## config.mk

```make
export PLATFORM = sky130hd
export DESIGN_NAME = control_sequencer
export DESIGN_NICKNAME = d
export VERILOG_FILES = /design/src/rtl/control_sequencer.sv
export SDC_FILE = /design/constraint.sdc
export NUM_CORES = 1
export LEC_CHECK = 0
export ABC_AREA = 0
export CORE_MARGIN = 2
export CORE_UTILIZATION = 37
export CTS_BUF_LIST = sky130_fd_sc_hd__clkbuf_8 sky130_fd_sc_hd__clkbuf_16
export CTS_CLUSTER_SIZE = 8
export DETAILED_ROUTE_END_ITERATION = 8
export PLACE_DENSITY = 0.78
export SLEW_MARGIN = 5
export SYNTH_ARGS = -nofsm -noshare
export SYNTH_HDL_FRONTEND = slang
export SYNTH_SLANG_ARGS = --single-unit
```

## constraint.sdc

```tcl
create_clock -name Clock -period 2.3 [get_ports Clock]
set_input_delay 0.46 -clock Clock [delete_from_list [all_inputs] [get_ports Clock]]
set_output_delay 0.46 -clock Clock [all_outputs]
set_load 0.05 [all_outputs]
```

## src/rtl/control_sequencer.sv

```systemverilog
// control_sequencer: hardwired control unit stepping fetch T0-T2 and an opcode-driven execute sequence up to T7.
// Define ILLEGAL_TRAP_EN to trap undefined opcodes into HALT and report them on illegal/illegal_opc.
module control_sequencer #(
    parameter int OPC_W      = 5,
    parameter int OPC_LSB    = 27,
    parameter int ALUOP_W    = 4,
    parameter int WAIT_LIMIT = 15
) (
    input  logic               Clock,
    input  logic               Clear,
    input  logic [31:0]        IR,
    input  logic               MemReady,
    input  logic               CON,
    input  logic               Stop,
    output logic               PCout,
    output logic               Zhiout,
    output logic               Zlowout,
    output logic               MDRout,
    output logic               MARin,
    output logic               Zin,
    output logic               PCin,
    output logic               MDRin,
    output logic               IRin,
    output logic               Yin,
    output logic               IncPC,
    output logic               Read,
    output logic               Write,
    output logic               Gra,
    output logic               Grb,
    output logic               Grc,
    output logic               Rin,
    output logic               Rout,
    output logic               BAout,
    output logic               Cout,
    output logic               CONin,
    output logic [ALUOP_W-1:0] alu_op,
    output logic [3:0]         step,
    output logic               Run,
    output logic               Fault
`ifdef ILLEGAL_TRAP_EN
    ,
    output logic               illegal,
    output logic [OPC_W-1:0]   illegal_opc
`endif
);

    localparam logic [OPC_W-1:0] OP_LD   = OPC_W'(0);
    localparam logic [OPC_W-1:0] OP_LDI  = OPC_W'(1);
    localparam logic [OPC_W-1:0] OP_ST   = OPC_W'(2);
    localparam logic [OPC_W-1:0] OP_ADD  = OPC_W'(3);
    localparam logic [OPC_W-1:0] OP_SUB  = OPC_W'(4);
    localparam logic [OPC_W-1:0] OP_AND  = OPC_W'(5);
    localparam logic [OPC_W-1:0] OP_OR   = OPC_W'(6);
    localparam logic [OPC_W-1:0] OP_ADDI = OPC_W'(12);
    localparam logic [OPC_W-1:0] OP_ANDI = OPC_W'(13);
    localparam logic [OPC_W-1:0] OP_ORI  = OPC_W'(14);
    localparam logic [OPC_W-1:0] OP_BR   = OPC_W'(18);
    localparam logic [OPC_W-1:0] OP_HALT = OPC_W'(27);

    typedef enum logic [3:0] {
        S_T0   = 4'd0,
        S_T1   = 4'd1,
        S_T2   = 4'd2,
        S_T3   = 4'd3,
        S_T4   = 4'd4,
        S_T5   = 4'd5,
        S_T6   = 4'd6,
        S_T7   = 4'd7,
        S_HALT = 4'd14,
        S_RST  = 4'd15
    } state_t;

    state_t           state;
    state_t           last_step;
    logic [7:0]       wait_cnt;
    logic [OPC_W-1:0] opc;
    logic             is_ld, is_ldi, is_st, is_alu, is_alui, is_br, is_halt_op;
    logic             mem_wait, is_last, halt_now;
    logic             unused_ir;

    function automatic logic [ALUOP_W-1:0] alu_code(input logic [OPC_W-1:0] op);
        if (op == OP_SUB) return ALUOP_W'(1);
        if (op == OP_AND || op == OP_ANDI) return ALUOP_W'(2);
        if (op == OP_OR || op == OP_ORI) return ALUOP_W'(3);
        return '0;
    endfunction

    assign opc        = IR[OPC_LSB+OPC_W-1:OPC_LSB];
    assign unused_ir  = ^IR;
    assign is_ld      = (opc == OP_LD);
    assign is_ldi     = (opc == OP_LDI);
    assign is_st      = (opc == OP_ST);
    assign is_alu     = (opc == OP_ADD) || (opc == OP_SUB) || (opc == OP_AND) || (opc == OP_OR);
    assign is_alui    = (opc == OP_ADDI) || (opc == OP_ANDI) || (opc == OP_ORI);
    assign is_br      = (opc == OP_BR);
    assign is_halt_op = (opc == OP_HALT);

    // Instruction length by class; unknown opcodes finish at T3 like nop.
    assign last_step = (is_ld || is_st) ? S_T7 :
                       (is_ldi || is_alu || is_alui) ? S_T5 :
                       is_br ? S_T6 : S_T3;
    assign is_last   = (state == last_step);
    assign mem_wait  = (state == S_T1) || (state == S_T6 && is_ld) || (state == S_T7 && is_st);

`ifdef ILLEGAL_TRAP_EN
    logic is_defined;
    assign is_defined = is_ld || is_ldi || is_st || is_alu || is_alui || is_br || is_halt_op ||
                        (opc == OPC_W'(26));
    assign halt_now   = (state == S_T3) && (is_halt_op || !is_defined);

    always_ff @(posedge Clock or negedge Clear) begin
        if (!Clear) begin
            illegal     <= 1'b0;
            illegal_opc <= '0;
        end else if (state == S_T3 && !is_defined) begin
            illegal     <= 1'b1;
            illegal_opc <= opc;
        end
    end
`else
    assign halt_now = (state == S_T3) && is_halt_op;
`endif

    always_ff @(posedge Clock or negedge Clear) begin
        if (!Clear) begin
            state    <= S_RST;
            wait_cnt <= '0;
            Fault    <= 1'b0;
        end else begin
            case (state)
                S_RST: begin
                    state    <= S_T0;
                    wait_cnt <= '0;
                end
                S_HALT: ;
                default: begin
                    if (mem_wait && !MemReady) begin
                        if (wait_cnt == 8'(WAIT_LIMIT - 1)) begin
                            Fault <= 1'b1;
                            state <= S_HALT;
                        end
                        wait_cnt <= wait_cnt + 8'd1;
                    end else begin
                        wait_cnt <= '0;
                        if (halt_now)     state <= S_HALT;
                        else if (is_last) state <= Stop ? S_HALT : S_T0;
                        else              state <= state_t'(state + 4'd1);
                    end
                end
            endcase
        end
    end

    assign step = state;
    assign Run  = (state != S_HALT) && (state != S_RST);

    // IR and the CON flip-flop are datapath registers, so strobes decode live from them alongside the state.
    always_comb begin
        PCout = 1'b0; Zhiout = 1'b0; Zlowout = 1'b0; MDRout = 1'b0; MARin = 1'b0;
        Zin = 1'b0; PCin = 1'b0; MDRin = 1'b0; IRin = 1'b0; Yin = 1'b0; IncPC = 1'b0;
        Read = 1'b0; Write = 1'b0; Gra = 1'b0; Grb = 1'b0; Grc = 1'b0; Rin = 1'b0;
        Rout = 1'b0; BAout = 1'b0; Cout = 1'b0; CONin = 1'b0;
        alu_op = '0;
        case (state)
            S_T0: begin PCout = 1'b1; MARin = 1'b1; IncPC = 1'b1; Zin = 1'b1; end
            S_T1: begin Zlowout = 1'b1; PCin = 1'b1; Read = 1'b1; MDRin = 1'b1; end
            S_T2: begin MDRout = 1'b1; IRin = 1'b1; end
            S_T3: begin
                if (is_ld || is_ldi || is_st) begin
                    Grb = 1'b1; BAout = 1'b1; Yin = 1'b1;
                end else if (is_alu || is_alui) begin
                    Grb = 1'b1; Rout = 1'b1; Yin = 1'b1;
                end else if (is_br) begin
                    Gra = 1'b1; Rout = 1'b1; CONin = 1'b1;
                end
            end
            S_T4: begin
                if (is_ld || is_ldi || is_st) begin
                    Cout = 1'b1; Zin = 1'b1;
                end else if (is_alu) begin
                    Grc = 1'b1; Rout = 1'b1; Zin = 1'b1; alu_op = alu_code(opc);
                end else if (is_alui) begin
                    Cout = 1'b1; Zin = 1'b1; alu_op = alu_code(opc);
                end else if (is_br) begin
                    PCout = 1'b1; Yin = 1'b1;
                end
            end
            S_T5: begin
                if (is_ld || is_st) begin
                    Zlowout = 1'b1; MARin = 1'b1;
                end else if (is_ldi || is_alu || is_alui) begin
                    Zlowout = 1'b1; Gra = 1'b1; Rin = 1'b1;
                end else if (is_br) begin
                    Cout = 1'b1; Zin = 1'b1;
                end
            end
            S_T6: begin
                if (is_ld) begin
                    Read = 1'b1; MDRin = 1'b1;
                end else if (is_st) begin
                    Gra = 1'b1; Rout = 1'b1; MDRin = 1'b1;
                end else if (is_br && CON) begin
                    Zlowout = 1'b1; PCin = 1'b1;
                end
            end
            S_T7: begin
                if (is_ld) begin
                    MDRout = 1'b1; Gra = 1'b1; Rin = 1'b1;
                end else if (is_st) begin
                    Write = 1'b1;
                end
            end
            default: ;
        endcase
    end

endmodule
```

## Word-level counts from Yosys, hierarchy flattened

Index checks and enable logic that the tools add are counted.
W data, S select, Z words.

| storage, ports and cells | value |
|---|---|
| input bits | 37 |
| flip-flop bits (word level) | 13 |

| operators by class | value |
|---|---|
| bitwise operators | 2 |
| reductions and logical operators | 27 |
| equality and inequality tests | 25 |
| add/subtract/negate cells | 2 |
| muxes and demuxes | 105 |

Operators with widths:

| operator | count |
|---|---|
| $mux W4 | 18 |
| $mux W1 | 68 |
| $pmux W1 S2 | 9 |
| $eq A4 B3 Y1 const B | 4 |
| $pmux W8 S2 | 1 |
| $eq A5 B3 Y1 const B | 3 |
| $eq A5 B4 Y1 const B | 3 |
| $logic_or A1 B1 Y1 | 15 |
| $eq A5 B2 Y1 const B | 2 |
| $eq A5 B5 Y1 const B | 2 |
| $mux W3 | 3 |
| $pmux W1 S3 | 3 |
| $add A8 B1 Y8 const B | 1 |
| $eq A4 B2 Y1 const B | 2 |
| $eq A4 B4 Y1 const B | 2 |
| $eq A8 B4 Y1 const B | 1 |
| $mux W8 | 1 |
| $ne A4 B4 Y1 const B | 2 |
| $pmux W4 S2 | 1 |
| $logic_and A1 B1 Y1 | 6 |
| $eq A5 B1 Y1 const B | 1 |
| $logic_not A5 Y1 | 1 |
| $add A4 B1 Y4 const B | 1 |
| $eq A4 B1 Y1 const B | 1 |
| other kinds (9) | 10 |

## Longest topological paths before layout

Gate-level depths: netlist of the first run.

| depth | value |
|---|---|
| depth in word-level cells | 25 |
| depth in mapped cells | 9 |
| depth with buffers taken out | 7 |

## Worst setup path after synthesis of the first run

Ideal clock, no wire load.

| path | value |
|---|---|
| path kind | reg2out |
| from | register state[2], in the netlist step[2] |
| to | output alu_op[0] |
| cell stages (with the launch flop) | 5 |
| data required time | 1.840 ns |
| data arrival time | 3.756 ns |
| slack | -1.916 ns |
| cells stage by stage | dfstp_2 inv_1 nor2_1 nand2_1 a2111oi_0 |

| on the way | value |
|---|---|
| cells in the longest elaborated chain, start to end | 2 |

RTL lines:

| element | RTL line | RTL |
|---|---|---|
| from (decl) | 73 | `state_t state;` |
| from (signal assigned) | 146 | `else if (is_last) state <= Stop ? S_HALT : S_T0;` |
| from (signal assigned) | 147 | `else state <= state_t'(state + 4'd1);` |
| $eq A4 B3 Y1 | 164 | `case (state)` |
| $mux W4 | 164 |  |
| to (decl) | 36 | `output logic [ALUOP_W-1:0] alu_op,` |

Every way passes these cells.

## Final worst setup path of the first run

| path | value |
|---|---|
| from | register state[0], in the netlist step[0] |
| to | register state[0], in the netlist step[0] |

| on the way | value |
|---|---|
| cells in the longest elaborated chain, start to end | 7 |

RTL lines:

| element |
|---|
| parallel branches: the longest is 7 deep, another holds $add A4 B1 Y4 |

Parallel ways; which one is timed is not known.
A chain may end at the register's enable or synchronous reset.

==> results of run 1 <==
-- metal layers --
| layer | global-route usage (%) | up-vias | part of all wire (%) |
|---|---|---|---|
| met5 | 0 | - | 0 |
| met4 | 12.5 | 0 | 5.6 |
| met3 | 4.69 | 37 | 8.2 |
| met2 | 50.1 | 159 | 50 |
| met1 | 30.5 | 914 | 36 |
| li1 | - | 829 | - |
-- worst max-delay path, cell delays in order, from the launching register on --
cell	delay, ns
dfstp_4	0.65
buf_6	0.14
inv_6	0.05
ha_4	0.16
buf_4	0.14
nand2b_1	0.07
nand3_1	0.25
and3_4	0.28
a211o_1	0.33
o31ai_1	0.33
-- synth_stat cells, types with 2 or more instances --
cell type and count:
xnor2_1 4, buf_4 3, ha_1 6, nor2_1 11, nand4bb_1 2, o21ai_0 9
nor3_1 4, o21ai_1 4, buf_2 2, dfrtp_1 9, or2_2 5, a211o_1 3
o21bai_1 3, nor4_1 2, and2_1 3, a31oi_1 3, clkbuf_1 6, buf_1 2
or3_1 3, a21o_1 4, inv_1 11, and3_1 3, nand4_1 3, nand2b_1 5
o221ai_1 3, nor3b_1 4, o211ai_1 4, dfstp_2 4, a21oi_1 2, o2bb2ai_1 2
nand3_1 10, nand2_1 12, a21boi_0 2
-- layout make-up --
| type | count | area, µm² |
|---|---|---|
| well taps | 48 | 60.1 |
| inverters | 11 | 48.8 |
| flip-flops and latches | 13 | 334 |
| multi-input cells | 139 | 1280 |
| clock inverters | 1 | 3.75 |
| fillers | 186 | 743 |
| clock buffers | 3 | 41.3 |
| repair buffers | 102 | 1100 |
-- cells by family (layout without fill, tap and decap cells) --
kind of cell               after synthesis  in the layout
and+or+nand+nor                         73             73
AOI/OAI and AO/OA                       51             51
buffers and inverters                   25            117
DFF                                     13             13
adders and majority gates                6              6
xor gates and xnor gates                 5              5
other                                    1              3
muxes                                    1              1
-- per-stage QoR --
stage	hold WS (ns)	TNS, ns	util, %	power (µW)	worst slack, ns
floorplan	0.164	-2.94	-	1410	-0.264
global placement	0.460	-8.42	65.5	2090	-0.380
detailed placement	0.479	-9.78	65.5	2130	-0.427
CTS	0.491	-0.103	74.0	2520	-0.0579
global route	0.587	-3.12	79.4	2970	-0.300
finish	0.556	-2.23	79.4	2870	-0.222
-- registers in the layout, summed over array words and instances (netlist names) --
| register | count |
|---|---|
| Fault | 1 |
| step | 4 |
| wait_cnt | 8 |
-- power groups by stage --
stage	Combinational [µW]	Sequential (µW)	Clock (µW)
finish	2300	368	206
global route	2380	371	219
CTS	1970	351	199
detailed placement	1760	370	0
global placement	1720	369	0
floorplan	904	501	0
-- what timing repair did --
item                       CTS  global route
cloned                       1             0
setup endpoints to repair   33            26
resized for setup           42            36
pin swaps                   12            23
buffers inserted            17            10
-- final timing paths --
kind / start / to / slack [ns] / depth (start not counted)
max in group asynchronous: Clear / wait_cnt[2] / 1.30 / 1
setup / recovery: step[0] / step[0] / -0.22 / 9
hold reg to reg: wait_cnt[7] / wait_cnt[7] / 0.56 / 2
hold / removal: wait_cnt[7] / wait_cnt[7] / 0.56 / 2
min in group asynchronous: Clear / wait_cnt[6] / 0.60 / 1
setup reg to reg: step[0] / step[0] / -0.22 / 9
==> reports/results.ini, run 1 <==
[status]
outcome = finished, violations left
failed_checks = setup timing

[sta]
setup_ws_ns = -0.222
fmax_mhz = 397
fin_crit_sh_pct = 110
fin_crit_ns = 2.52
tightestPinTransition_ns = 0.616
final_hold_viol_count = 0
maxSlewHeadroom_pct = 58.8
rsz0062_at_grt = yes
slew_viol_final = 0
skew_ns = 0.00649
finalSetupViolations = 25

[floorplan]
die_y_um = 65.0
io_pins = 68
core_area_mm2 = 0.00361
initial_core_util_pct = 38.2
die_area_mm2 = 0.00422
die_w_um = 65.0
num_rows = 22

[power_and_ir_drop]
p_seq_share_pct = 12.8
power.switching_uw = 1470
p_int_uw = 1410
power.density_mw_per_mm2 = 1000
clkPwrFrac_pct = 7.2
leakage_uw = 0.00120
vdd_ir_drop_max_mv = 0.704
power_switching_share_pct = 51.0
p_comb_share_pct = 80.0

[synth]
synth_top_cell_area_share_pct = 16.4
synth_cell_types = 55
ys_top_cells_by_area = dfrtp_1 16%, dfstp_2 7.6%, ha_1 5.5%
synth_top_family_by_area = simple AND/OR/NAND/NOR gates
synth-seq-area-share_pct = 24.0
synth-seq-cells = 13
syn_inst = 175
syn_area_mm2 = 0.00138
synth_xor_area_share_pct = 3.18
synth-adder-area-share_pct = 5.45
yosys.area.top_type = dfrtp_1
synth_compound_area_share_pct = 28.0
synth_edf_count = 0
yosys.area_share.simple_pct = 30.0
ys.flop_type = dfrtp_1
synthMuxAreaShare_pct = 0.727
ys_warn_count = 0
synth_area_per_cell_um2 = 7.86
ys_async_sr_fraction_pct = 100

[global_route]
grt_pass1_vias = 1873
track_usage_pct = 27.4
grt_first_pass_wirelength_um = 9000
overflow = 0
antenna_found_initial = 0
grt_max_degree = 14

[worst_setup_path]
arrival_ns = 2.65
cp_max_fo = 6
worst_ep_required_time_ns = 2.43
setup.worst_path.start_class = register
cp-end-kind = register
crit_type = reg2reg

[clock_network]
h-tree-depth = 1
clk_path_buf_depth = 2
cts.sinks = 13
cts_buffers = 3
cts_hold_buf = 0
clk_latency_ns = 0.25
cts_tree = built
clk_pin_slew_ns = 0.06
cts-root-buf = clkbuf_8

[placed_design]
placed_cell_area_mm2 = 0.00236
gp_congestion = 0.901
placed_cells = 286
io_buffers = 37
dp_hpwl_um = 3590

[layout]
n_antenna_cell = 0
nets = 313
drive_above_1_share_pct = 60.2
mostFrequentLayoutCell = buf_4
final_area_mm2 = 0.00286
layout_common_cells = 58 x buf_4, 20 x buf_12, 12 x buf_6
final_cells = 317
area_growth_syn_to_layout_pct = 108

[routing]
viasPerCell = 6.12
vias = 1939
routed_wl_um = 6980
post_drt_wl_per_cell_um = 22.0
drc = 0
first_pass_iters = 5
drtIter0Drc = 184
antenna_left = 0

[min_path]
hp-class = reg2reg

[flow_run]
drv_cap = 0

No activity file was read; power rests on OpenSTA's default activity.
==> run 2: changes to the inputs <==
- GPL_TIMING_DRIVEN: unset -> 0
==> run 2 against run 1 <==
  * The run still ends with setup timing left
  * Worst hold slack got worse by 0.079 ns
  * Global-route usage fell by 7.4 points
  * Largest cell class unchanged
  * Power fell by 24%
  * Non-clock buffer count fell by 41
  * Combinational power fell by 30%
==> reports/results.ini, run 2 (synthesis gave the netlist of run 1 again) <==
[global_route]
grt_first_pass_wirelength_um = 6730
antenna_found_initial = 0
track_usage_pct = 20.0
grt_max_degree = 14
overflow = 0
grt_pass1_vias = 1475

[worst_setup_path]
cp_max_fo = 6
path_delay_family = simple AND/OR/NAND/NOR gates
rr_startpoint = step[0]
crit_start = step[0]
arrival_ns = 2.46
setup.worst_path.start_class = register
slowest_stage = dfstp_4
crit_type = reg2reg
cp-end-kind = register
cp_num_buf_inv = 1
worst_ep_required_time_ns = 2.46
path_cells = ha_4 > or3b_4 > a2111oi_4 > buf_6 > and3_4 > or2_4 > o221ai_1
timing.rr.end = step[1]
reg2reg_depth = 7
r2r_slack_ns = -0.002
max_stage_delay_ns = 0.67

[layout]
n_antenna_cell = 0
largest_register = wait_cnt
layout_common_cells = 21 x buf_4, 10 x buf_2, 10 x nand2_1
area_growth_syn_to_layout_pct = 58.4
nets = 272
final_area_mm2 = 0.00218
final_cells = 276
largest_reg_flops = 8
mostFrequentLayoutCell = buf_4
drive_above_1_share_pct = 46.1

[floorplan]
core_area_mm2 = 0.00361
num_rows = 22
io_pins = 68
die_area_mm2 = 0.00422
die_w_um = 65.0
die_y_um = 65.0
initial_core_util_pct = 38.2

[sta]
fmax_mhz = 434
tns_ns = -0.00196
skew_ns = 0.00131
whs_ns = 0.477
finalSetupViolations = 1
maxSlewHeadroom_pct = 59.4
fin_crit_sh_pct = 100
slew_viol_final = 0
final_hold_viol_count = 0
fin_crit_ns = 2.30
rsz0062_at_grt = yes
tightestPinTransition_ns = 0.609
setup_ws_ns = -0.00196

[min_path]
hold_end = Fault
hp-class = reg2reg
hold_depth = 1
worst_hold_startpoint = Fault

[placed_design]
placed_cell_area_mm2 = 0.00194
io_buffers = 36
gp_congestion = 0.868
post-place-ws_ns = -1.31
placed_cells = 261
dp_hpwl_um = 2880

[clock_network]
cts_buffers = 3
cts_tree = built
cts-root-buf = clkbuf_8
clk_pin_slew_ns = 0.06
h-tree-depth = 1
cts.sinks = 13
cts_hold_buf = 0
clk_path_buf_depth = 2
clk_latency_ns = 0.25

[routing]
drtIter0Drc = 123
antenna_left = 0
routed_wl_um = 4110
vias = 1542
viasPerCell = 5.59
first_pass_iters = 5
post_drt_wl_per_cell_um = 14.9
drc = 0

[flow_run]
drv_cap = 0

[power_and_ir_drop]
vdd_ir_drop_max_mv = 0.521
leakage_uw = 0.000913
power.density_mw_per_mm2 = 1000

[status]
failed_checks = setup timing
outcome = finished, violations left

-- run 2: power breakdown --
part           switching [µW]  total, µW  internal (µW)
clock network            86.7        207            120
logic                    1010       1600            591
registers                66.0        374            308
total                    1160       2180           1020
-- run 2: how the worst max path moves through the flow --
stage / endpoint / slack [ns] / cells after the start
floorplan: Rout / -0.26 / 5
global placement: Rout / -1.33 / 7
detailed placement: Rout / -1.31 / 7
CTS: step[1] / -0.04 / 7
global route: wait_cnt[7] / -0.08 / 7
finish: step[1] / -0.002 / 7
-- run 2: layout make-up --
cell class / instances / area [µm²]
buffer: 12 / 108
multi-input combinational: 139 / 1190
inverter: 11 / 45.0
clock inverter: 1 / 5.00
clock buffer: 3 / 41.3
fill: 300 / 1430
tap: 48 / 60.1
timing repair buffer: 49 / 399
sequential: 13 / 334
-- run 2: per-layer routing --
metal | share of wire [%] | vias to the layer above | wire length [µm] | global-route usage, %
met5 | 0 | - | 0 | 0
li1 | - | 755 | - | -
met2 | 51 | 58 | 2100 | 34.8
met3 | 5.3 | 9 | 218 | 3.13
met4 | 2.0 | 0 | 82 | 8.24
met1 | 42 | 720 | 1710 | 24.3
-- run 2: worst register-to-register path, cell delays in order, from the launching register on --
cell and delay, ns:
dfstp_4 0.67, ha_4 0.16, or3b_4 0.42, a2111oi_4 0.31
buf_6 0.18, and3_4 0.22, or2_4 0.13, o221ai_1 0.12
-- run 2: per-stage QoR --
stage / total power (µW) / util [%]
2_1_floorplan: 1410 / -
3_3_place_gp: 1780 / 53.9
3_5_place_dp: 1780 / 53.9
4_1_cts: 2050 / 57.8
5_1_grt: 2320 / 60.4
6_report: 2180 / 60.4
-- run 2: timing repair --
| item | in CTS | in global routing |
|---|---|---|
| buffers inserted | 9 | 3 |
| resized for setup | 154 | 31 |
| endpoints found under the setup margin | 36 | 29 |
| pin swaps | 9 | 5 |
| cloned | 1 | 0 |
==> run 3: changes to the inputs <==
- PLACE_DENSITY: 0.78 -> 0.79
- SKIP_CTS_REPAIR_TIMING: unset -> 1
==> run 3 against run 2 <==
  * The run still ends with setup timing left
  * Design area fell by 0.46%
  * Die area did not move
  * Combinational power fell by 3%
  * Flip-flop and latch count unchanged
  * Setup slack lost 0.21 ns
  * Largest power group unchanged
==> reports/results.ini, run 3 (synthesis gave the netlist of run 1 again) <==
[layout]
area_growth_syn_to_layout_pct = 57.6
mostFrequentLayoutCell = buf_4
layout_common_cells = 13 x buf_4, 11 x inv_1, 10 x clkbuf_2
n_antenna_cell = 0
drive_above_1_share_pct = 42.2
final_area_mm2 = 0.00217
largest_reg_flops = 8
largest_register = wait_cnt
nets = 267
final_util_pct = 60.2

[power_and_ir_drop]
power.density_mw_per_mm2 = 982
power.switching_uw = 1150
p_comb_share_pct = 73.2
power_switching_share_pct = 53.7
p_int_uw = 985
clkPwrFrac_pct = 9.1
p_seq_share_pct = 17.7
vdd_ir_drop_max_mv = 0.631
leakage_uw = 0.000953

[routing]
vias = 1507
drtIter0Drc = 153
antenna_left = 0
drc = 0
routed_wl_um = 3850
viasPerCell = 5.56
post_drt_wl_per_cell_um = 14.2
first_pass_iters = 4

[worst_setup_path]
cp_max_fo = 8
setup.worst_path.start_class = register
worst_ep_required_time_ns = 2.47
cp-end-kind = register
crit_type = reg2reg
rr_startpoint = step[0]
crit_start = step[0]
arrival_ns = 2.69

[sta]
rsz0062_at_grt = yes
tightestPinTransition_ns = 0.727
finalSetupViolations = 18
fmax_mhz = 397
final_hold_viol_count = 0
slew_viol_final = 0
maxSlewHeadroom_pct = 51.5
skew_ns = 0.00193
setup_ws_ns = -0.217
fin_crit_ns = 2.52
fin_crit_sh_pct = 109

[placed_design]
io_buffers = 36
placed_cell_area_mm2 = 0.00194
dp_hpwl_um = 2790
post-place-ws_ns = -1.28
gp_congestion = 0.845

[global_route]
track_usage_pct = 18.0
grt_pass1_vias = 1301
antenna_found_initial = 0
grt_first_pass_wirelength_um = 6060
overflow = 0
grt_max_degree = 14

[floorplan]
num_rows = 22
die_w_um = 65.0
die_area_mm2 = 0.00422
initial_core_util_pct = 38.2
die_y_um = 65.0
core_area_mm2 = 0.00361
io_pins = 68

[min_path]
hp-class = reg2reg
worst_hold_startpoint = Fault

[clock_network]
cts_buffers = 3
cts-root-buf = clkbuf_8
clk_latency_ns = 0.24
cts.sinks = 13
h-tree-depth = 1
clk_path_buf_depth = 2
clk_pin_slew_ns = 0.05
cts_tree = built

[flow_run]
drv_cap = 0

[status]
outcome = finished, violations left
failed_checks = setup timing

[run 3: cell count changes in the layout (fill, tap and decap cells not counted), sizes merged]
cell           previous run  this run
buf                      39        27
dlymetal6s2s              0         6
clkinv                    1         0
inv                      10        12
clkbuf                   12        17
clkdlybuf4s50             8         9
dlygate4sd2               2         0
clkdlybuf4s15             3         0
clkinvlp                  1         0
[run 3: final timing paths]
kind                       cells after the start          end  slack, ns
setup reg to reg                               7  wait_cnt[3]      -0.22
max in group asynchronous                      1      step[2]       1.36
hold reg to reg                                1        Fault       0.50
setup / recovery                               7  wait_cnt[3]      -0.22
min in group asynchronous                      1  wait_cnt[5]       0.58
hold / removal                                 1        Fault       0.50
[run 3: per-stage QoR]
| stage | instances | setup TNS, ns | power, µW | hold slack (ns) |
|---|---|---|---|---|
| 2_1_floorplan | 177 | -2.94 | 1410 | 0.164 |
| 3_3_place_gp | 261 | -24.55 | 1770 | 0.461 |
| 6_report | 271 | -1.80 | 2130 | 0.500 |
| 4_1_cts | 265 | -23.07 | 1990 | 0.504 |
| 5_1_grt | 271 | -3.95 | 2260 | 0.556 |
| 3_5_place_dp | 261 | -24.50 | 1780 | 0.488 |
[run 3: area by class of cell]
| cell class | count | area (µm²) |
|---|---|---|
| inverter | 11 | 41.3 |
| clock inverter | 1 | 3.75 |
| tap | 48 | 60.1 |
| fill | 299 | 1440 |
| timing repair buffer | 44 | 398 |
| buffer | 12 | 90.1 |
| clock buffer | 3 | 41.3 |
| sequential | 13 | 334 |
| multi-input combinational | 139 | 1200 |
[run 3: critical path, stage by stage (launching register included)]
cell       delay [ns]
dfstp_4          0.66
ha_4             0.16
or3b_4           0.41
a2111oi_4        0.53
nand2_2          0.16
buf_6            0.15
or3_1            0.29
o21ai_1          0.07
[run 3: routing by layer]
layer | global-route usage, % | up-vias | wire (µm)
met5 | 0 | - | 0
met4 | 4.52 | 0 | 17
met3 | 3.47 | 4 | 183
met2 | 31.8 | 38 | 1970
met1 | 22.3 | 727 | 1680
li1 | - | 738 | -
[run 3: power groups by stage]
| stage | clock network [µW] | registers, µW | logic (µW) |
|---|---|---|---|
| final | 194 | 377 | 1560 |
| after global routing | 215 | 388 | 1660 |
| after CTS | 201 | 378 | 1410 |
| after detailed placement | 0 | 378 | 1400 |
| after global placement | 0 | 381 | 1390 |
| after floorplan | 0 | 501 | 904 |
